--- src/rtl/len_to_keep_tx_pkg.sv ---
// Shared widths and the keep-mask type used by the tx and rx sides of the
// message egress path, so both agree on beat width.
package len_to_keep_tx_pkg;

  localparam int D_W   = 8;
  localparam int D_LW  = $clog2(D_W) + 1;
  localparam int LEN_W = 16;

  typedef logic [D_W-1:0] keep_t;

endpackage

--- src/rtl/len_to_keep_tx_cnt_to_thermo.sv ---
// Byte count to LSB-first thermometer mask; the inverse of the count-ones
// block on the receive side. Counts above D_W saturate to all ones.
module cnt_to_thermo
  import len_to_keep_tx_pkg::*;
#(
  parameter int CW = D_W,
  parameter int CLW = D_LW
) (
  input  logic [CLW-1:0] cnt,
  output logic [CW-1:0]  thermo
);

  always_comb begin
    thermo = '0;
    for (int i = 0; i < CW; i++) begin
      thermo[i] = (i < int'(cnt));
    end
  end

endmodule

--- src/rtl/len_to_keep_tx.sv ---
// Splits a message byte length into D_W-byte beats, each with a thermometer
// keep mask, its byte count and a last flag. Sustains one beat per cycle.
module len_to_keep_tx
  import len_to_keep_tx_pkg::*;
#(
  parameter int PD_W   = D_W,
  parameter int PD_LW  = D_LW,
  parameter int PLEN_W = LEN_W
) (
  input  logic              clk,
  input  logic              reset,
  input  logic              len_valid_i,
  input  logic [PLEN_W-1:0] len_i,
  output logic              len_ready_o,
  output logic              keep_valid_o,
  input  logic              keep_ready_i,
  output logic [PD_W-1:0]   keep_o,
  output logic [PD_LW-1:0]  cnt_o,
  output logic              last_o,
  output logic              zero_len_o
);

  typedef enum logic {IDLE, SEND} state_t;

  state_t              state;
  logic [PLEN_W-1:0]   rem;
  logic [PLEN_W-1:0]   rem_next;
  logic [PD_LW-1:0]    cnt_next;
  logic [PD_W-1:0]     keep_next;
  logic                last_next;
  logic                accept;
  logic                load;
  logic                beat_fire;

  // A new length is taken when no beat is held or the held beat is the last one leaving now.
  assign len_ready_o = !keep_valid_o | (keep_ready_i & last_o);
  assign accept      = len_valid_i & len_ready_o;
  assign load        = accept & (len_i != '0);
  assign beat_fire   = keep_valid_o & keep_ready_i;

  // rem always holds the bytes still owed including the beat on the outputs.
  always_comb begin
    rem_next  = load ? len_i : rem - PLEN_W'(PD_W);
    cnt_next  = (rem_next >= PLEN_W'(PD_W)) ? PD_LW'(PD_W) : rem_next[PD_LW-1:0];
    last_next = (rem_next <= PLEN_W'(PD_W));
  end

  cnt_to_thermo #(
    .CW  (PD_W),
    .CLW (PD_LW)
  ) u_thermo (
    .cnt    (cnt_next),
    .thermo (keep_next)
  );

  always_ff @(posedge clk or posedge reset) begin
    if (reset) begin
      state        <= IDLE;
      rem          <= '0;
      keep_valid_o <= 1'b0;
      keep_o       <= '0;
      cnt_o        <= '0;
      last_o       <= 1'b0;
      zero_len_o   <= 1'b0;
    end else begin
      zero_len_o <= accept & (len_i == '0);
      unique case (state)
        IDLE: begin
          if (load) begin
            state        <= SEND;
            keep_valid_o <= 1'b1;
            rem          <= rem_next;
            keep_o       <= keep_next;
            cnt_o        <= cnt_next;
            last_o       <= last_next;
          end
        end
        SEND: begin
          // A new message arriving on the last handshake chains straight in.
          if (beat_fire) begin
            if (!last_o || load) begin
              rem    <= rem_next;
              keep_o <= keep_next;
              cnt_o  <= cnt_next;
              last_o <= last_next;
            end else begin
              state        <= IDLE;
              keep_valid_o <= 1'b0;
              rem          <= '0;
              keep_o       <= '0;
              cnt_o        <= '0;
              last_o       <= 1'b0;
            end
          end
        end
        default: state <= IDLE;
      endcase
    end
  end

`ifdef FORMAL
  a_count: assert property (@(posedge clk) disable iff (reset)
    $countones(keep_o) == int'(cnt_o));
  a_thermo: assert property (@(posedge clk) disable iff (reset)
    $onehot({1'b0, keep_o} + (PD_W+1)'(1)));
  a_stall: assert property (@(posedge clk) disable iff (reset)
    (keep_valid_o && !keep_ready_i) |=>
      (keep_valid_o && $stable(keep_o) && $stable(cnt_o) && $stable(last_o)));
`endif

endmodule

--- config.mk ---
export PLATFORM = sky130hd
export DESIGN_NAME = len_to_keep_tx
export DESIGN_NICKNAME = d
export VERILOG_FILES = /design/src/rtl/len_to_keep_tx_pkg.sv /design/src/rtl/len_to_keep_tx_cnt_to_thermo.sv /design/src/rtl/len_to_keep_tx.sv
export SDC_FILE = /design/constraint.sdc
export NUM_CORES = 1
export LEC_CHECK = 0
export CAP_MARGIN = 20
export CORE_MARGIN = 1.5
export CORE_UTILIZATION = 25
export DETAILED_ROUTE_END_ITERATION = 12
export SYNTH_ARGS = -nofsm -noshare
export SYNTH_HDL_FRONTEND = slang
export SYNTH_SLANG_ARGS = --single-unit
export TNS_END_PERCENT = 100
--- constraint.sdc ---
create_clock -name clk -period 2.9 [get_ports clk]
set_input_delay 0.87 -clock clk [delete_from_list [all_inputs] [get_ports clk]]
set_output_delay 0.87 -clock clk [all_outputs]
set_load 0.03 [all_outputs]
=== Yosys cells after proc, flatten, opt, wreduce, memory -nomap -nowiden ===
Cells that the tools add are included.
W data, S select, Z words.

* Register bits after elaboration: 32
* Bits of input ports: 20
* Output and inout port bits: 16

* $add $sub $neg: 1
* Magnitude comparators: 10
* Equality and inequality tests: 3
* Multiplexer cells: 26
* Bitwise gates (word level): 7
* Reductions and logical operators: 7

{| class="wikitable"
|+ Operators by type and width
! operator !! count
|-
| $mux W16 || 4
|-
| $pmux W16 S2 || 1
|-
| $mux W8 || 3
|-
| $ge A16 B4 Y1 const B || 1
|-
| $le A16 B4 Y1 const B || 1
|-
| $logic_not A16 Y1 || 1
|-
| $lt A3 B4 Y1 const A || 4
|-
| $mux W4 || 4
|-
| $pmux W8 S2 || 1
|-
| $reduce_bool A16 Y1 || 1
|-
| $sub A16 B4 Y16 const B || 1
|-
| $mux W1 || 9
|-
| $lt A1 B4 Y1 const A || 2
|-
| $lt A2 B4 Y1 const A || 2
|-
| $pmux W4 S2 || 1
|-
| $pmux W1 S2 || 3
|-
| $and A1 B1 Y1 || 5
|-
| $ne A2 B2 Y1 const B || 2
|-
| $reduce_and A3 Y1 || 1
|-
| $logic_not A1 Y1 || 2
|-
| $ne A2 B1 Y1 const B || 1
|-
| $reduce_and A2 Y1 || 1
|-
| $logic_or A1 B1 Y1 || 1
|-
| $not A1 Y1 || 1
|-
| $or A1 B1 Y1 || 1
|}

=== Depth between registers and ports, before layout ===
Gate-level depths: netlist (run 1).

* Depth after elaboration: 11
* Mapped depth: 10
* Mapped depth without buffers: 8

=== Hierarchy ===
Synthesis (run 1) repeated with hierarchy kept, for this count alone.

* Cell total of the unflattened synthesis: 240
* Area total of the unflattened synthesis: 2,165.8 µm²

{| class="wikitable"
|+ Modules (own cells, without submodules)
! module !! times used !! cells an instance !! area each (µm²) !! seq. area each (µm²)
|-
| len_to_keep_tx || 1 || 231 || 2,098.3 || 800.8
|-
| cnt_to_thermo || 1 || 9 || 67.6 || 0.0
|}

=== Least setup slack after synthesis (run 1) ===
OpenSTA, ideal clock, no wires.

* Path kind: input -> register
* From: input len_i[11]
* To: register rem[8]
* Setup time: 126 ps
* Data arrival time: 2,685 ps
* Slack: 89 ps
* Cell stages on the path: 6
* Path through: or4_1 or4_4 o21ai_4 buf_6 nor2_2 a221o_1

* Cells in the longest elaborated chain, start to end: 6
* Elaborated cells between the ends (all ways): 10

{| class="wikitable"
|+ Ends and longest elaborated chain
! item !! line !! RTL
|-
| start: declaration || len_to_keep_tx.sv:13 || <nowiki>input logic [PLEN_W-1:0] len_i,</nowiki>
|-
| $reduce_bool A16 Y1 * || len_to_keep_tx.sv:38 || <nowiki>assign load = accept & (len_i != '0);</nowiki>
|-
| $and A1 B1 Y1 * || len_to_keep_tx.sv:38 ||
|-
| $mux W16 / $logic_or A1 B1 Y1 (equally long branches) || len_to_keep_tx.sv:43, len_to_keep_tx.sv:81 ||
|-
| $mux W16 || len_to_keep_tx.sv:81 || <nowiki>if (!last_o || load) begin</nowiki>
|-
| $mux W16 || len_to_keep_tx.sv:80 || <nowiki>if (beat_fire) begin</nowiki>
|-
| $pmux W16 S2 || len_to_keep_tx.sv:67 || <nowiki>unique case (state)</nowiki>
|-
| end signal: assignment || len_to_keep_tx.sv:72 || <nowiki>rem <= rem_next;</nowiki>
|-
| end signal: assignment || len_to_keep_tx.sv:82 || <nowiki>rem <= rem_next;</nowiki>
|-
| end: declaration || len_to_keep_tx.sv:26 || <nowiki>logic [PLEN_W-1:0] rem;</nowiki>
|}

Mark *: on every way between the ends. The rest lies on a longest branch, timed or not. The select of a mux whose other input is x is not followed.
A chain may end at the register's enable or synchronous reset.

=== Worst setup path in the final report (run 1) ===
* From: input len_i[4]
* To: register keep_o[5]

* Cells in the longest elaborated chain, start to end: 9
* Elaborated cells between the ends (all ways): 13

{| class="wikitable"
|+ Ends and longest elaborated chain
! item !! line !! RTL
|-
| $reduce_bool A16 Y1 || len_to_keep_tx.sv:38 ||
|-
| $and A1 B1 Y1 || len_to_keep_tx.sv:38 ||
|-
| $mux W16 || len_to_keep_tx.sv:43 || <nowiki>rem_next = load ? len_i : rem - PLEN_W'(PD_W);</nowiki>
|-
| $ge A16 B4 Y1 || len_to_keep_tx.sv:44 || <nowiki>cnt_next = (rem_next >= PLEN_W'(PD_W)) ? PD_LW'(PD_W) : rem_next[PD_LW-1:0];</nowiki>
|-
| $mux W4 || len_to_keep_tx.sv:44 ||
|-
| $lt A3 B4 Y1 || len_to_keep_tx_cnt_to_thermo.sv:16 || <nowiki>thermo[i] = (i < int'(cnt));</nowiki>
|-
| $mux W8 || len_to_keep_tx.sv:81 ||
|-
| $mux W8 || len_to_keep_tx.sv:80 ||
|-
| $pmux W8 S2 || len_to_keep_tx.sv:67 ||
|-
| end signal: assignment || len_to_keep_tx.sv:73 || <nowiki>keep_o <= keep_next;</nowiki>
|-
| end signal: assignment || len_to_keep_tx.sv:83 || <nowiki>keep_o <= keep_next;</nowiki>
|-
| end: declaration || len_to_keep_tx.sv:17 || <nowiki>output logic [PD_W-1:0] keep_o,</nowiki>
|}

Several ways; a longest one is shown, not always the timed one. The select of a mux whose other input is x is not followed.

==> run_results.csv, run 1 <==
group,metric,value,unit
floorplan,die-area,9071,um^2
pwr,total_leakage_power,1.351,nW
setup_path,crit_end,"keep_o[5]$_DFFE_PP0P_",
clocking,clock_path_buffers,2,
pwr,p_clk_share,16.7,%
global_route,residual_overflow_from_global_routing,0,
route,drt-wirelength-per-cell,15.51,um
setup_path,worst_ep_arrival_time,3.02,ns
floorplan,site_rows,33,
clocking,clkSlewWorstSetupHoldPaths,0.06,ns
clocking,clock_tree.root_cell,"clkbuf_8",
timing,hold_viol,0,
synth,yosys_register_bits,31,
synth,ys_seq_area_share,36.47,%
setup_path,crit-reg2reg-capture,"keep_o[0]$_DFFE_PP0P_",
setup_path,critical_path.startpoint_type,"input port",
timing,maxClockFrequency,353.8,MHz
hold_path,worst_hold_startpoint,"keep_o[6]$_DFFE_PP0P_",
pwr,power_frac_seq,38.4,%
synth,synth-simple-area-share,25.35,%
clocking,ctsHtreeMaxLevel,2,
clocking,numClockSinks,31,
synth,synth_xor_xnor_area_share,0,%
placed_design,total_of_buffers_placed_on_input_and_output_ports,35,
setup_path,endpoint_required_time_on_the_critical_path,3.10,ns
outcome,run_status,"complete, no violations",
global_route,via_count_of_the_first_global_routing_pass,2184,
timing,hold_ws,0.5068,ns
synth,synthTopCellsByCount,"31 x dfrtp_1, 25 x nand2_1, 16 x nor2_1",
synth,synth_area_per_cell,8.717,um^2
floorplan,boundaryPins,36,
timing,maxSlewViolCount,0,
cells_and_area,layout.cell_area.non_filler,3172,um^2
synth,synth_fp_nets,265,
route,vias,2264,
hold_path,min_path_type,"register to register",
route,vias_per_cell,5.241,
pwr,p_sw,0.0008706,W
pwr,swShare,42.10,%
pwr,vdd_ir_drop_max,0.1923,mV
clocking,cts_buffers,5,
setup_path,critPathLaunch,"len_i[4]",
setup_path,setup.reg_to_reg.worst_slack,0.30,ns
route,count_of_nets_left_with_antenna_violations_after_detail_routing,0,
setup_path,cp_max_fo,8,
clocking,cts_hold_repair.buffers,0,
setup_path,reg2reg_from,"rem[3]$_DFFE_PP0P_",
synth,top_flip_flop_cell_by_instance_count_after_synthesis,"dfrtp_1",
pwr,internal_power,0.001197,W
synth,compound_gate_fraction_of_synth_area,31.06,%
placed_design,finalWeightedCongestion,0.8689,
timing,timing.final.crit_share,97.46,%
pwr,report.power.total,0.002068,W
route,drt_iter0_drc,185,
cells_and_area,final_layout_size_suffix_gt1_share,30.28,%
floorplan,initial_cell_density_of_the_core,25.89,%
synth,post_synth_inst_count,244,
setup_path,worst-r2r-cell-count,8,
pwr,power.density_cell_area,651.9,nW/um^2
cells_and_area,final-instance-count-excl-fill,432,
clocking,latest_clock_arrival_within_the_worst_skew_pair,0.28,ns
cells_and_area,insertedDiodeCount,0,
global_route,groute.layer.met2.usage,25.95,%
synth,synth_mux_area_share,0.9412,%
flow_run,drv.max_cap_violation_count,0,
floorplan,coreArea,8217,um^2
floorplan,die_y,95.24,um
synth,netlist_area,2127,um^2
synth,synth-adder-area-share,0.5882,%
timing,maxSlewHeadroom,52.44,%
clocking,tritoncts,"yes",
setup_path,setup.worst_path.class,"input port to register",
pwr,combPwrFrac,44.9,%
global_route,busiest_layer,"met2",
synth,synth_cell_type_count,60,
synth,netlist.area_leader.share,36.47,%
synth,yosysMostFrequentCell,"dfrtp_1",
synth,total_number_of_yosys_warnings,0,
timing,fin_worst_skew,0.004364,ns
timing,tightestPinTransition,0.7075,ns
placed_design,dp.final_hpwl,4657,um
route,iteration_count_of_the_initial_detailed_routing_pass,6,
synth,synthDominantAreaCellType,"dfrtp_1",
cells_and_area,areaGrowthSynthToFinish,49.12,%
route,drt_wl_total,6700,um
timing,rsz0062_at_grt,"false",
synth,combinational_family_with_the_most_area_after_synthesis,"compound AO/OA/AOI/OAI gates",
placed_design,pre_cts_slack,-0.5065,ns
global_route,met3_usage,2.632,%
route,drt_drc_violations_left,0,
placed_design,numPlacedInstances,412,
global_route,globalRouteTotalUtil,15.76,%
global_route,grt_pass1_wl,10980,um
timing,finalWorstPathRequiredPeriod,2.826,ns
global_route,grt_antenna_before_repair,0,
timing,setup-violations-final,0,
setup_path,worst_setup_path_end_kind,"register",
synth,synth_enable_flop_cells,0,
floorplan,die_x,95.24,um
timing,postLayoutSetupSlackWorst,0.07367,ns
synth,synth.top_cells.by_area,"dfrtp_1 36%, nand2_1 4.4%, o21ai_0 3.3%, a22o_1 2.9%, a21oi_1 2.8%",
global_route,grt_start_max_net_pins,32,
cells_and_area,num-nets-final,348,
synth,fraction_of_registers_with_async_set_reset,100.0,%
global_route,global_route.usage.met1,20.58,%
placed_design,dpl-instance-area,2872,um^2
## stage by stage
stage	setup TNS, ns	util (%)
2_1_floorplan	0	-
3_3_place_gp	-11.86	34.95
3_5_place_dp	-12.74	34.95
4_1_cts	0	38.01
5_1_grt	0	38.60
6_report	0	38.60
## worst max-delay path, stage by stage
cell           delay [ns]
dlygate4sd2_1        0.24
or4_4                0.55
or4_4                0.52
o21ai_4              0.15
buf_6                0.15
o21a_4               0.23
buf_12               0.15
nand2_1              0.06
o2111ai_1            0.09
## power groups by stage
stage | Sequential [W] | Combinational, W | Clock, W
2_1_floorplan | 0.000794 | 0.000538 | 0
3_3_place_gp | 0.000794 | 0.000858 | 0
3_5_place_dp | 0.000794 | 0.000866 | 0
4_1_cts | 0.000786 | 0.000893 | 0.000359
5_1_grt | 0.000820 | 0.00101 | 0.000379
6_report | 0.000794 | 0.000928 | 0.000346
## worst min path at each step
stage / to / slack, ns / cells past startpoint
floorplan: rem[15]$_DFFE_PP0P_ / 0.48 / 2
finish: keep_o[6]$_DFFE_PP0P_ / 0.51 / 2
CTS: keep_o[0]$_DFFE_PP0P_ / 0.51 / 1
global route: keep_o[4]$_DFFE_PP0P_ / 0.53 / 2
detailed placement: keep_o[0]$_DFFE_PP0P_ / 0.49 / 1
global placement: keep_o[0]$_DFFE_PP0P_ / 0.49 / 1
## metal layers
metal  share of wire [%]  routed length, um
met3                 5.4                361
met1                  44               2970
met2                  48               3229
met5                   0                  0
met4                 2.1                140
## area by class of cell
| type | instances | area, um^2 |
|---|---|---|
| clock buffer | 6 | 82.58 |
| clock inverter | 1 | 5.005 |
| fill | 816 | 5045 |
| sequential | 31 | 775.7 |
| multi-input combinational | 189 | 1318 |
| tap | 105 | 131.4 |
| inverter | 5 | 18.77 |
| timing repair buffer | 95 | 840.8 |
## flip-flops by register name, summed over array words and instances (netlist names)
| signal | cells |
|---|---|
| zero_len_o | 1 |
| rem | 16 |
| keep_valid_o | 1 |
| state | 1 |
| keep_o | 8 |
| last_o | 1 |
| cnt_o | 3 |
## cells by family after synthesis
| group | Yosys count |
|---|---|
| compound gates | 88 |
| fa+ha+maj | 1 |
| buf+inv | 24 |
| flops | 31 |
| mux | 2 |
| simple gates | 98 |
## cells in the final DEF, fill, tap and decap left out, types with 6 or more instances in the layout
cell	instances
clkdlybuf4s50_1	22
buf_6	6
clkbuf_8	6
dfrtp_1	31
a21oi_1	12
dlygate4sd2_1	8
a22o_1	7
nor3_1	9
buf_4	53
nand2_1	25
a21o_1	7
nor2_1	15
or2_2	6
o21ai_0	14
## repair_timing
item	4_1_cts	5_1_grt
setup endpoints to repair	28	20
cloned	2	0
pin swaps	9	9
resized for setup	30	13
buffers inserted	10	1
Note: power is estimated with default switching activity, not from simulation.
==> run 2, diff against run 1 <==
--- a/config.mk
+++ b/config.mk
@@ -11,5 +11,6 @@
 export DETAILED_ROUTE_END_ITERATION = 12
 export SYNTH_ARGS = -nofsm -noshare
 export SYNTH_HDL_FRONTEND = slang
+export SYNTH_HIERARCHICAL = 1
 export SYNTH_SLANG_ARGS = --single-unit
 export TNS_END_PERCENT = 100
==> constraint.sdc (replaced) <==
create_clock -name clk -period 3.2 [get_ports clk]
set_input_delay 0.96 -clock clk [delete_from_list [all_inputs] [get_ports clk]]
set_output_delay 0.96 -clock clk [all_outputs]
set_load 0.03 [all_outputs]
==> run_results.csv, run 2 <==
group,metric,value,unit
outcome,run_status,"complete, no violations",
synth,yosys_register_bits,32,
synth,synth_cell_type_count,61,
route,vias_per_cell,5.240,
synth,total_number_of_yosys_warnings,6,
flow_run,drv.max_cap_violation_count,0,
cells_and_area,reg.largest.list,"rem (16), keep_o (8), cnt_o (4)",
timing,hold_ws,0.4828,ns
timing,maxSlewViolCount,0,
setup_path,worst_ep_arrival_time,3.37,ns
cells_and_area,nFillCells,870,
global_route,grt_pass1_wl,10960,um
floorplan,die_y,96.08,um
timing,setup-violations-final,0,
clocking,clock_path_buffers,2,
setup_path,worst-r2r-cell-count,12,
setup_path,reg2reg_from,"rem[3]$_DFFE_PP0P_",
hold_path,min_path_type,"register to register",
synth,top_flip_flop_cell_by_instance_count_after_synthesis,"dfrtp_1",
pwr,combPwrFrac,45.7,%
floorplan,die_x,96.08,um
synth,netlist.area_leader.share,36.97,%
setup_path,setup.worst_path.class,"input port to register",
route,drt_drc_violations_left,0,
setup_path,critPathLaunch,"len_i[15]",
clocking,latest_clock_arrival_within_the_worst_skew_pair,0.29,ns
synth,synth_area_per_cell,9.024,um^2
floorplan,coreArea,8299,um^2
timing,tightestPinTransition,0.6097,ns
placed_design,pre_cts_slack,-0.7709,ns
cells_and_area,final-instance-count-excl-fill,433,
route,vias,2269,
timing,finalSetupTns,0,ns
timing,rsz0062_at_grt,"true",
global_route,grt_start_max_net_pins,33,
setup_path,setup.reg_to_reg.worst_slack,0.07,ns
setup_path,worst_setup_path_end_kind,"register",
route,count_of_nets_left_with_antenna_violations_after_detail_routing,0,
synth,yosysMostFrequentCell,"dfrtp_1",
cells_and_area,regMostFlops,"rem",
synth,synth_fp_nets,261,
clocking,numClockSinks,32,
floorplan,boundaryPins,36,
placed_design,finalWeightedCongestion,0.9454,
floorplan,site_rows,33,
synth,post_synth_inst_count,240,
cells_and_area,layout_commonest_cell,"buf_4",
setup_path,crit-reg2reg-capture,"keep_o[0]$_DFFE_PP0P_",
timing,timing.final.crit_share,99.47,%
cells_and_area,largest_register_ffs,16,
setup_path,crit_end,"keep_o[0]$_DFFE_PP0P_",
timing,hold_viol,0,
pwr,p_sw,0.0007678,W
clocking,cts_buffers,5,
pwr,vdd_ir_drop_max,0.3920,mV
timing,maxSlewHeadroom,59.36,%
placed_design,dp.final_hpwl,5032,um
route,drt_iter0_drc,142,
synth,synthDominantAreaCellType,"dfrtp_1",
cells_and_area,areaGrowthSynthToFinish,47.14,%
timing,fin_worst_skew,0.007407,ns
synth,synth.top_cells.by_area,"dfrtp_1 37%, a22o_1 6.1%, nand2_1 3.1%, o21ai_0 3.0%, a21oi_1 2.8%",
setup_path,endpoint_required_time_on_the_critical_path,3.38,ns
synth,synthTopCellsByCount,"32 x dfrtp_1, 18 x nand2_1, 16 x nor2_1",
clocking,clkSlewWorstSetupHoldPaths,0.07,ns
cells_and_area,most-common-layout-cells,"57 x buf_4, 32 x dfrtp_1, 17 x nand2_1",
route,drt_wl_total,6830,um
cells_and_area,final_layout_size_suffix_gt1_share,29.88,%
setup_path,cp_max_fo,4,
synth,fraction_of_registers_with_async_set_reset,100.0,%
clocking,cts_hold_repair.buffers,0,
pwr,power_frac_seq,33.8,%
timing,maxClockFrequency,314.2,MHz
clocking,clock_tree.root_cell,"clkbuf_8",
cells_and_area,num-nets-final,348,
floorplan,initial_cell_density_of_the_core,26.10,%
clocking,ctsHtreeMaxLevel,2,
global_route,grt_antenna_before_repair,0,
synth,synth_enable_flop_cells,0,
pwr,power.density_cell_area,616.1,nW/um^2
placed_design,numPlacedInstances,421,
pwr,swShare,39.11,%
route,iteration_count_of_the_initial_detailed_routing_pass,4,
synth,ys_seq_area_share,36.97,%
global_route,residual_overflow_from_global_routing,0,
placed_design,total_of_buffers_placed_on_input_and_output_ports,35,
global_route,globalRouteTotalUtil,15.69,%
cells_and_area,seqCellArea,800.8,um^2
timing,postLayoutSetupSlackWorst,0.01687,ns
cells_and_area,multiInputGateArea,1326,um^2
setup_path,critical_path.startpoint_type,"input port",
floorplan,die-area,9230,um^2
pwr,internal_power,0.001196,W
clocking,tritoncts,"yes",
pwr,p_clk_share,20.4,%
pwr,total_leakage_power,1.353,nW
global_route,via_count_of_the_first_global_routing_pass,2276,
cells_and_area,insertedDiodeCount,0,
route,drt-wirelength-per-cell,15.77,um
synth,netlist_area,2166,um^2
timing,finalWorstPathRequiredPeriod,3.183,ns
-- run 2: worst max-delay path, cell delays in order --
cell	delay, ns
buf_6	0.09
or4_4	0.53
nor4_4	0.21
buf_4	0.18
a21oi_4	0.08
a21oi_2	0.12
a41oi_2	0.14
or2_1	0.28
or3_4	0.37
or2_1	0.23
a22o_1	0.17
-- run 2: power by group through the flow --
stage / sequential, W / clock, W / combinational, W
floorplan: 0.000758 / 0 / 0.000401
global placement: 0.000664 / 0 / 0.000866
detailed placement: 0.000664 / 0 / 0.000875
CTS: 0.000659 / 0.000410 / 0.000892
global route: 0.000685 / 0.000428 / 0.000975
finish: 0.000665 / 0.000401 / 0.000898
-- run 2: kinds of logic after synthesis --
group	after synthesis	synth area share [%]
simple gates	97	26.00
compound gates	86	30.62
flops	32	36.97
buf+inv	21	4.622
xor+xnor	3	1.213
fa+ha+maj	1	0.5776
-- run 2: cell type report --
class	instances	share of cell area (%)
Inverter	8	0.9423
Tap cell	105	4.122
Clock buffer	5	2.159
Clock inverter	3	1.335
Sequential cell	32	25.13
Multi-Input combinational cell	187	41.62
Timing Repair Buffer	93	24.70
-- run 2: worst min path at each step --
stage / from / endpoint / depth (start not counted)
6_report: cnt_o[2]$_DFFE_PP0P_ / cnt_o[2]$_DFFE_PP0P_ / 1
5_1_grt: cnt_o[2]$_DFFE_PP0P_ / cnt_o[2]$_DFFE_PP0P_ / 1
4_1_cts: cnt_o[2]$_DFFE_PP0P_ / cnt_o[2]$_DFFE_PP0P_ / 1
3_5_place_dp: cnt_o[0]$_DFFE_PP0P_ / cnt_o[0]$_DFFE_PP0P_ / 1
3_3_place_gp: cnt_o[2]$_DFFE_PP0P_ / cnt_o[2]$_DFFE_PP0P_ / 1
2_1_floorplan: rem[15]$_DFFE_PP0P_ / rem[15]$_DFFE_PP0P_ / 1
-- run 2: metal layers --
metal,global-route usage (%),vias to the layer above,part of all wire (%),wire length (um)
li1,-,1092,-,-
met1,21.09,1087,46,3161
met2,25.18,79,47,3207
met3,2.844,11,5.1,349
met4,5.392,0,1.6,112
met5,0,-,0,0
-- run 2: stage by stage --
step	cell area [um^2]	total power (W)	utilization [%]
final	3187	0.001963	38.40
after global routing	3187	0.002088	38.40
after detailed placement	2993	0.001540	36.06
after floorplan	2166	0.001158	-
after global placement	2993	0.001530	36.06
after CTS	3147	0.001961	37.92
-- run 2: timing repair --
| action | CTS | global route |
|---|---|---|
| pin swaps | 9 | 8 |
| endpoints found under the setup margin | 10 | 7 |
| buffers inserted | 2 | 2 |
| gates resized for setup | 22 | 18 |
==> run 3, diff against run 2 <==
--- a/config.mk
+++ b/config.mk
@@ -5,6 +5,7 @@
 export SDC_FILE = /design/constraint.sdc
 export NUM_CORES = 1
 export LEC_CHECK = 0
+export ABC_CLOCK_PERIOD_IN_PS = 3200
 export CAP_MARGIN = 20
 export CORE_MARGIN = 1.5
 export CORE_UTILIZATION = 25
==> results of run 3 <==
No change in the layout: final DEF, timing and power equal those of run 2.
